<file path="config.mk">
export PLATFORM = sky130hd
export DESIGN_NAME = lcd_text_buf_flat
export DESIGN_NICKNAME = d
export VERILOG_FILES = /design/src/rtl/lcd_text_buf_if.sv /design/src/rtl/lcd_text_buf.sv /design/src/flat_wrapper.sv
export SDC_FILE = /design/constraint.sdc
export NUM_CORES = 1
export LEC_CHECK = 0
export BUFFER_PORTS_ARGS = -buffer_cell sky130_fd_sc_hd__buf_2
export CAP_MARGIN = 5
export CORE_UTILIZATION = 65
export CTS_BUF_LIST = sky130_fd_sc_hd__clkbuf_2
export DETAILED_ROUTE_END_ITERATION = 8
export PLACE_DENSITY = 0.94
export SLEW_MARGIN = 5
export SYNTH_ARGS = -nofsm -noshare
export SYNTH_HDL_FRONTEND = slang
export SYNTH_SLANG_ARGS = --single-unit
</file>
<file path="constraint.sdc">
create_clock -name clk -period 2.9 [get_ports clk]
set_input_delay 0.58 -clock clk [delete_from_list [all_inputs] [get_ports clk]]
set_output_delay 0.58 -clock clk [all_outputs]
set_load 0.05 [all_outputs]
</file>
<file path="src/rtl/lcd_text_buf_if.sv">
// ============================================================================
//  Module      : lcd_text_buf_if
//  Description : Bus bundle between application logic / LCD controller and
//                the lcd_text_buf character frame buffer.
//                Write side : wr_valid, wr_ready, wr_mode, wr_addr, wr_char,
//                             wr_num, wr_zblank
//                Read side  : rd_addr, rd_data, dirty, refresh_done
//                master = requester/controller side, slave = frame buffer.
//  Revision    : 1.0  initial release
// ============================================================================
`default_nettype none

interface lcd_text_buf_if #(
    parameter int NUM_W = 14
);
    logic             wr_valid;
    logic             wr_ready;
    logic             wr_mode;
    logic [4:0]       wr_addr;
    logic [7:0]       wr_char;
    logic [NUM_W-1:0] wr_num;
    logic             wr_zblank;
    logic [4:0]       rd_addr;
    logic [7:0]       rd_data;
    logic             dirty;
    logic             refresh_done;

    modport master (
        output wr_valid, wr_mode, wr_addr, wr_char, wr_num, wr_zblank,
        output rd_addr, refresh_done,
        input  wr_ready, rd_data, dirty
    );

    modport slave (
        input  wr_valid, wr_mode, wr_addr, wr_char, wr_num, wr_zblank,
        input  rd_addr, refresh_done,
        output wr_ready, rd_data, dirty
    );
endinterface

`default_nettype wire

</file>
<file path="src/rtl/lcd_text_buf.sv">
// ============================================================================
//  Module      : lcd_text_buf
//  Description : 2x16 text-LCD frame buffer (32 ASCII cells). Accepts
//                character writes and binary number writes; numbers are
//                saturated to 9999 and converted by double-dabble into four
//                ASCII digits written to consecutive (wrapping) cells.
//                Registered read port and a dirty flag for the controller.
//  Ports       : clk  - system clock (posedge)
//                rst  - asynchronous reset, active low
//                bus  - lcd_text_buf_if.slave (write request / read port)
//  Revision    : 1.0  initial release
// ============================================================================
`default_nettype none

module lcd_text_buf #(
    parameter int         NUM_W = 14,
    parameter logic [7:0] FILL  = 8'h20
) (
    input  logic           clk,
    input  logic           rst,
    lcd_text_buf_if.slave  bus
);

    typedef enum logic [1:0] {
        ST_IDLE  = 2'd0,
        ST_CONV  = 2'd1,
        ST_WRITE = 2'd2
    } state_t;

    localparam int               C_CNT_W   = $clog2(NUM_W + 1);
    localparam logic [NUM_W-1:0] C_NUM_MAX = NUM_W'(9999);

    state_t             r_state;
    logic               r_wr_ready;
    logic [4:0]         r_addr;
    logic               r_zblank;
    logic               r_blank;     // still inside the run of leading zeros
    logic [NUM_W-1:0]   r_shift;
    logic [15:0]        r_bcd;
    logic [C_CNT_W-1:0] r_cnt;
    logic [1:0]         r_digit;
    logic [7:0]         r_buf [0:31];
    logic [7:0]         r_rd_data;
    logic               r_dirty;

    logic               w_accept;
    logic [NUM_W-1:0]   w_sat;
    logic [15:0]        w_bcd_adj;
    logic [3:0]         w_nib;
    logic               w_blank_now;
    logic               w_we;
    logic [4:0]         w_waddr;
    logic [7:0]         w_wdata;

    assign w_accept = bus.wr_valid && r_wr_ready;
    assign w_sat    = (bus.wr_num > C_NUM_MAX) ? C_NUM_MAX : bus.wr_num;

    // Double-dabble correction applied before every shift
    always_comb begin
        w_bcd_adj = r_bcd;
        for (int i = 0; i < 4; i++) begin
            if (r_bcd[4*i +: 4] >= 4'd5)
                w_bcd_adj[4*i +: 4] = r_bcd[4*i +: 4] + 4'd3;
        end
    end

    // Digit 0 is thousands (top nibble), digit 3 is ones
    always_comb begin
        case (r_digit)
            2'd0:    w_nib = r_bcd[15:12];
            2'd1:    w_nib = r_bcd[11:8];
            2'd2:    w_nib = r_bcd[7:4];
            default: w_nib = r_bcd[3:0];
        endcase
    end

    assign w_blank_now = r_blank && (w_nib == 4'd0) && (r_digit != 2'd3);

    // Single buffer write port shared by character writes and digit writes
    always_comb begin
        w_we    = 1'b0;
        w_waddr = bus.wr_addr;
        w_wdata = bus.wr_char;
        if (r_state == ST_IDLE && w_accept && !bus.wr_mode) begin
            w_we = 1'b1;
        end else if (r_state == ST_WRITE) begin
            w_we    = 1'b1;
            w_waddr = r_addr + {3'b000, r_digit};   // 5-bit add wraps 31 -> 0
            w_wdata = w_blank_now ? FILL : (8'h30 + {4'h0, w_nib});
        end
    end

    always_ff @(posedge clk or negedge rst) begin
        if (!rst) begin
            r_state    <= ST_IDLE;
            r_wr_ready <= 1'b1;
            r_addr     <= '0;
            r_zblank   <= 1'b0;
            r_blank    <= 1'b0;
            r_shift    <= '0;
            r_bcd      <= '0;
            r_cnt      <= '0;
            r_digit    <= '0;
        end else begin
            case (r_state)
                ST_IDLE: begin
                    if (w_accept && bus.wr_mode) begin
                        r_addr     <= bus.wr_addr;
                        r_zblank   <= bus.wr_zblank;
                        r_shift    <= w_sat;
                        r_bcd      <= '0;
                        r_cnt      <= '0;
                        r_wr_ready <= 1'b0;
                        r_state    <= ST_CONV;
                    end
                end
                ST_CONV: begin
                    {r_bcd, r_shift} <= {w_bcd_adj, r_shift} << 1;
                    r_cnt <= r_cnt + C_CNT_W'(1);
                    if (r_cnt == C_CNT_W'(NUM_W - 1)) begin
                        r_digit <= 2'd0;
                        r_blank <= r_zblank;
                        r_state <= ST_WRITE;
                    end
                end
                ST_WRITE: begin
                    r_digit <= r_digit + 2'd1;
                    if (!w_blank_now)
                        r_blank <= 1'b0;
                    if (r_digit == 2'd3) begin
                        r_wr_ready <= 1'b1;
                        r_state    <= ST_IDLE;
                    end
                end
                default: begin
                    r_wr_ready <= 1'b1;
                    r_state    <= ST_IDLE;
                end
            endcase
        end
    end

    always_ff @(posedge clk or negedge rst) begin
        if (!rst) begin
            for (int i = 0; i < 32; i++)
                r_buf[i] <= FILL;
        end else if (w_we) begin
            r_buf[w_waddr] <= w_wdata;
        end
    end

    // Non-blocking read: a same-cycle write to the same cell shows old data
    always_ff @(posedge clk or negedge rst) begin
        if (!rst)
            r_rd_data <= FILL;
        else
            r_rd_data <= r_buf[bus.rd_addr];
    end

    // A write wins over a coincident refresh_done
    always_ff @(posedge clk or negedge rst) begin
        if (!rst)
            r_dirty <= 1'b1;
        else if (w_we)
            r_dirty <= 1'b1;
        else if (bus.refresh_done)
            r_dirty <= 1'b0;
    end

    assign bus.wr_ready = r_wr_ready;
    assign bus.rd_data  = r_rd_data;
    assign bus.dirty    = r_dirty;

endmodule

`default_nettype wire

</file>
<file path="src/flat_wrapper.sv">
// flat-port wrapper written by rule: the top's interface ports become plain ports
module lcd_text_buf_flat 
#(
    parameter int         NUM_W = 14,
    parameter logic [7:0] FILL  = 8'h20
)
  (clk, rst, bus_wr_valid, bus_wr_mode, bus_wr_addr, bus_wr_char, bus_wr_num, bus_wr_zblank, bus_rd_addr, bus_refresh_done, bus_wr_ready, bus_rd_data, bus_dirty);
  lcd_text_buf_if #(.NUM_W(NUM_W)) bus_i ();
  input  logic clk;
  input  logic rst;
  input wire logic [$bits(bus_i.wr_valid)-1:0] bus_wr_valid;
  input wire logic [$bits(bus_i.wr_mode)-1:0] bus_wr_mode;
  input wire logic [$bits(bus_i.wr_addr)-1:0] bus_wr_addr;
  input wire logic [$bits(bus_i.wr_char)-1:0] bus_wr_char;
  input wire logic [$bits(bus_i.wr_num)-1:0] bus_wr_num;
  input wire logic [$bits(bus_i.wr_zblank)-1:0] bus_wr_zblank;
  input wire logic [$bits(bus_i.rd_addr)-1:0] bus_rd_addr;
  input wire logic [$bits(bus_i.refresh_done)-1:0] bus_refresh_done;
  output wire logic [$bits(bus_i.wr_ready)-1:0] bus_wr_ready;
  output wire logic [$bits(bus_i.rd_data)-1:0] bus_rd_data;
  output wire logic [$bits(bus_i.dirty)-1:0] bus_dirty;
  assign bus_i.wr_valid = bus_wr_valid;
  assign bus_i.wr_mode = bus_wr_mode;
  assign bus_i.wr_addr = bus_wr_addr;
  assign bus_i.wr_char = bus_wr_char;
  assign bus_i.wr_num = bus_wr_num;
  assign bus_i.wr_zblank = bus_wr_zblank;
  assign bus_i.rd_addr = bus_rd_addr;
  assign bus_i.refresh_done = bus_refresh_done;
  assign bus_wr_ready = bus_i.wr_ready;
  assign bus_rd_data = bus_i.rd_data;
  assign bus_dirty = bus_i.dirty;
  lcd_text_buf #(.NUM_W(NUM_W), .FILL(FILL)) u_core (.clk(clk), .rst(rst), .bus(bus_i));
endmodule
</file>
==> results.json <==
{
  "outcome": "finished, violations left",
  "violations": "negative setup slack",
  "die-area_um2": 23980,
  "cpMaxStageDelayCell": "dfrtp_1",
  "layout_common_cells": "dfrtp_1, mux2_2, clkbuf_2",
  "finalMaxSlewViolations": 0,
  "leakagePower_uw": 0.007824,
  "cts_inserted_buffers": 79,
  "antenna_found_initial": 5,
  "ios": 48,
  "relSlewSlack": 0.1728,
  "grt_pass1_vias": 10550,
  "core_um2": 22780,
  "io_buffers": 47,
  "drc": 0,
  "cp.depth": 7,
  "crit_family": "adder cells",
  "dp_slack_ns": 0.06701,
  "crit_path_end_kind": "flip-flop",
  "syn_area_per_cell_um2": 14.04,
  "drv_cap": 0,
  "hold_viol": 0,
  "die_y_um": 154.9,
  "die-width_um": 154.9,
  "whs_path_depth": 3,
  "cts_tree": "yes",
  "setup-tns-final_ns": -0.02232,
  "grtUsageTotal": 0.3151,
  "yosysSeqAreaShare": 0.5153,
  "syn_nets": 1141,
  "p_per_area_nw_per_um2": 913.4,
  "cts.clk_slew.worst_paths_ns": 0.11,
  "clock.fmax_mhz": 342.9,
  "num_vias": 10060,
  "r2r-start": "u_core.r_digit[0]",
  "power_uw": 15320,
  "post-route-util": 0.7363,
  "synthArstFlopShare": 1.000,
  "hpwlAfterDp_um": 22970,
  "clock-sinks": 311,
  "crit_required_ns": 3.59,
  "start_util": 0.6667,
  "synth_area_leaders": "dfrtp_1, mux2_2, mux4_2",
  "area_growth_pct": 10.44,
  "hold_class": "in2reg",
  "grt_max_degree": 77,
  "finalInstanceArea_um2": 16770,
  "min_period_over_period": 1.006,
  "drtIter0Drc": 769,
  "crit_buf_inv": 0,
  "place_congestion": 0.8805,
  "drt_pass1_iterations": 8,
  "min_period_ns": 2.916,
  "startpoint": "u_core.r_digit[0]",
  "ys_ff_latch": 311,
  "drive_gt1_frac": 0.4917,
  "crit_type": "reg2reg",
  "finalClockSkew_ns": 0.09714,
  "synthDominantCellAreaShare": 0.4548,
  "overflow": 0,
  "wl_um": 36290,
  "htreeDepth": 3,
  "netlist_area_um2": 15190,
  "netlist_instances": 1082,
  "finalWorstSetupSlack_ns": -0.01644,
  "clock_latency_ns": 0.90,
  "via_per_inst": 6.385,
  "endpoint": "u_core.r_buf[183]",
  "synthDistinctLibCells": 63,
  "layout_commonest_cell": "dfrtp_1",
  "ys.flop_type": "dfrtp_1",
  "path_cells": "ha_1 > fa_1 > xnor2_2 > nand3_1 > o32a_2 > nor2_4 > mux2_2",
  "ir_worst_vdd_mv": 0.6713,
  "crit_fanout": 8,
  "clock_path_buffers": 3,
  "fin_nets": 1255,
  "drtAntennaViolNets": 0,
  "grt_pass1_wl_um": 56950,
  "cp.arrival_ns": 3.61,
  "avgRoutedWirePerCell_um": 23.02,
  "setup_viol": 2,
  "reg2reg_to": "u_core.r_buf[183]",
  "critPathLaunchType": "flip-flop",
  "placed_area_um2": 15910,
  "cts_root_buf": "clkbuf_2",
  "reg2regPathDepth": 7,
  "synth-edff-count": 0,
  "max_stage_delay_ns": 0.46,
  "num_rows": 55,
  "post_cts_buffers": 0,
  "r2r_setup_slack_ns": -0.02,
  "yosysTopAreaCell": "dfrtp_1",
  "yosysWarnings": 0,
  "worst_pin_slew_ns": 1.241
}
[worst register-to-register path: cells and delay by family, from the launching register on]
kind                       cells  cell delay (ns)
adders and majority gates      2             0.75
and+or+nand+nor                2             0.55
DFF                            1             0.46
AOI/OAI and AO/OA              1             0.37
muxes                          1             0.37
xor gates and xnor gates       1             0.24
[flip-flops by register name, summed over array words and instances (netlist names)]
signal	flops
u_core.r_buf	256
u_core.r_bcd	16
u_core.r_shift	14
u_core.bus.rd_data	8
u_core.r_addr	5
u_core.r_cnt	4
u_core.r_digit	2
u_core.r_state	2
u_core.bus.dirty	1
u_core.bus.wr_ready	1
u_core.r_blank	1
u_core.r_zblank	1
[worst min path at each step]
stage                                 end              start  slack [ns]
finish                   u_core.bus.dirty       bus_wr_valid        0.06
global route             u_core.bus.dirty       bus_wr_valid        0.03
CTS                      u_core.bus.dirty       bus_wr_valid        0.01
detailed placement      u_core.r_shift[1]  u_core.r_shift[1]        0.45
global placement        u_core.r_shift[9]  u_core.r_shift[9]        0.44
floorplan           u_core.bus.rd_data[0]                rst        0.28
[Yosys cell counts (all sizes together), types with 9 or more instances]
cell,instances
nand2b,13
nand3,15
mux4,64
clkbuf,43
o21ai,31
ha,20
dfrtp,276
inv,21
mux2i,20
o21a,9
a21oi,22
nor2,49
dfstp,35
mux2,268
nand2,82
buf,22
[routing by layer]
metal | wire length, um | GRT usage | part of all wire | up-vias
met5 | 9 | 0 | 0.00025 | -
met4 | 1441 | 0.1589 | 0.040 | 2
met3 | 2676 | 0.07604 | 0.074 | 125
met2 | 18060 | 0.5139 | 0.50 | 503
met1 | 14100 | 0.3974 | 0.39 | 5180
li1 | - | - | - | 4252
[metrics by stage]
step	std cells	hold WS (ns)
after floorplan	1082	0.2844
after global placement	1414	0.4419
after detailed placement	1414	0.4471
after CTS	1572	0.01367
after global routing	1574	0.03418
final	1576	0.06302
[logic make-up after synthesis]
family                   Yosys count  share of synthesized area
AO/OA/AOI/OAI                    117                    0.06237
AND/OR/NAND/NOR                  183                    0.06624
flip-flops                       311                     0.5153
buffers and inverters             86                    0.02406
multiplexers                     352                     0.3073
adder cells (fa/ha/maj)           21                    0.01780
XOR/XNOR                          12                   0.006920
[what timing repair did]
item / in CTS / in global routing
setup endpoints to repair: 0 / 77
hold buffers: 14 / 0
endpoints found under the hold margin: 74 / 0
resized for setup: 0 / 3
[report_power, final]
group	internal, uW	switching [uW]
Sequential	6040	928
Combinational	2550	2880
Clock	1080	1840
Total	9670	5650
[final cells by class]
class	count	area, um^2
flip-flops and latches	311	7826
multi-input cells	685	7038
fillers	1262	6006
repair buffers	98	728.2
clock buffers	117	585.6
well taps	313	391.6
clock inverters	27	113.9
inverters	21	78.83
diodes	4	10.01
Power figures use the tool's default switching activity.
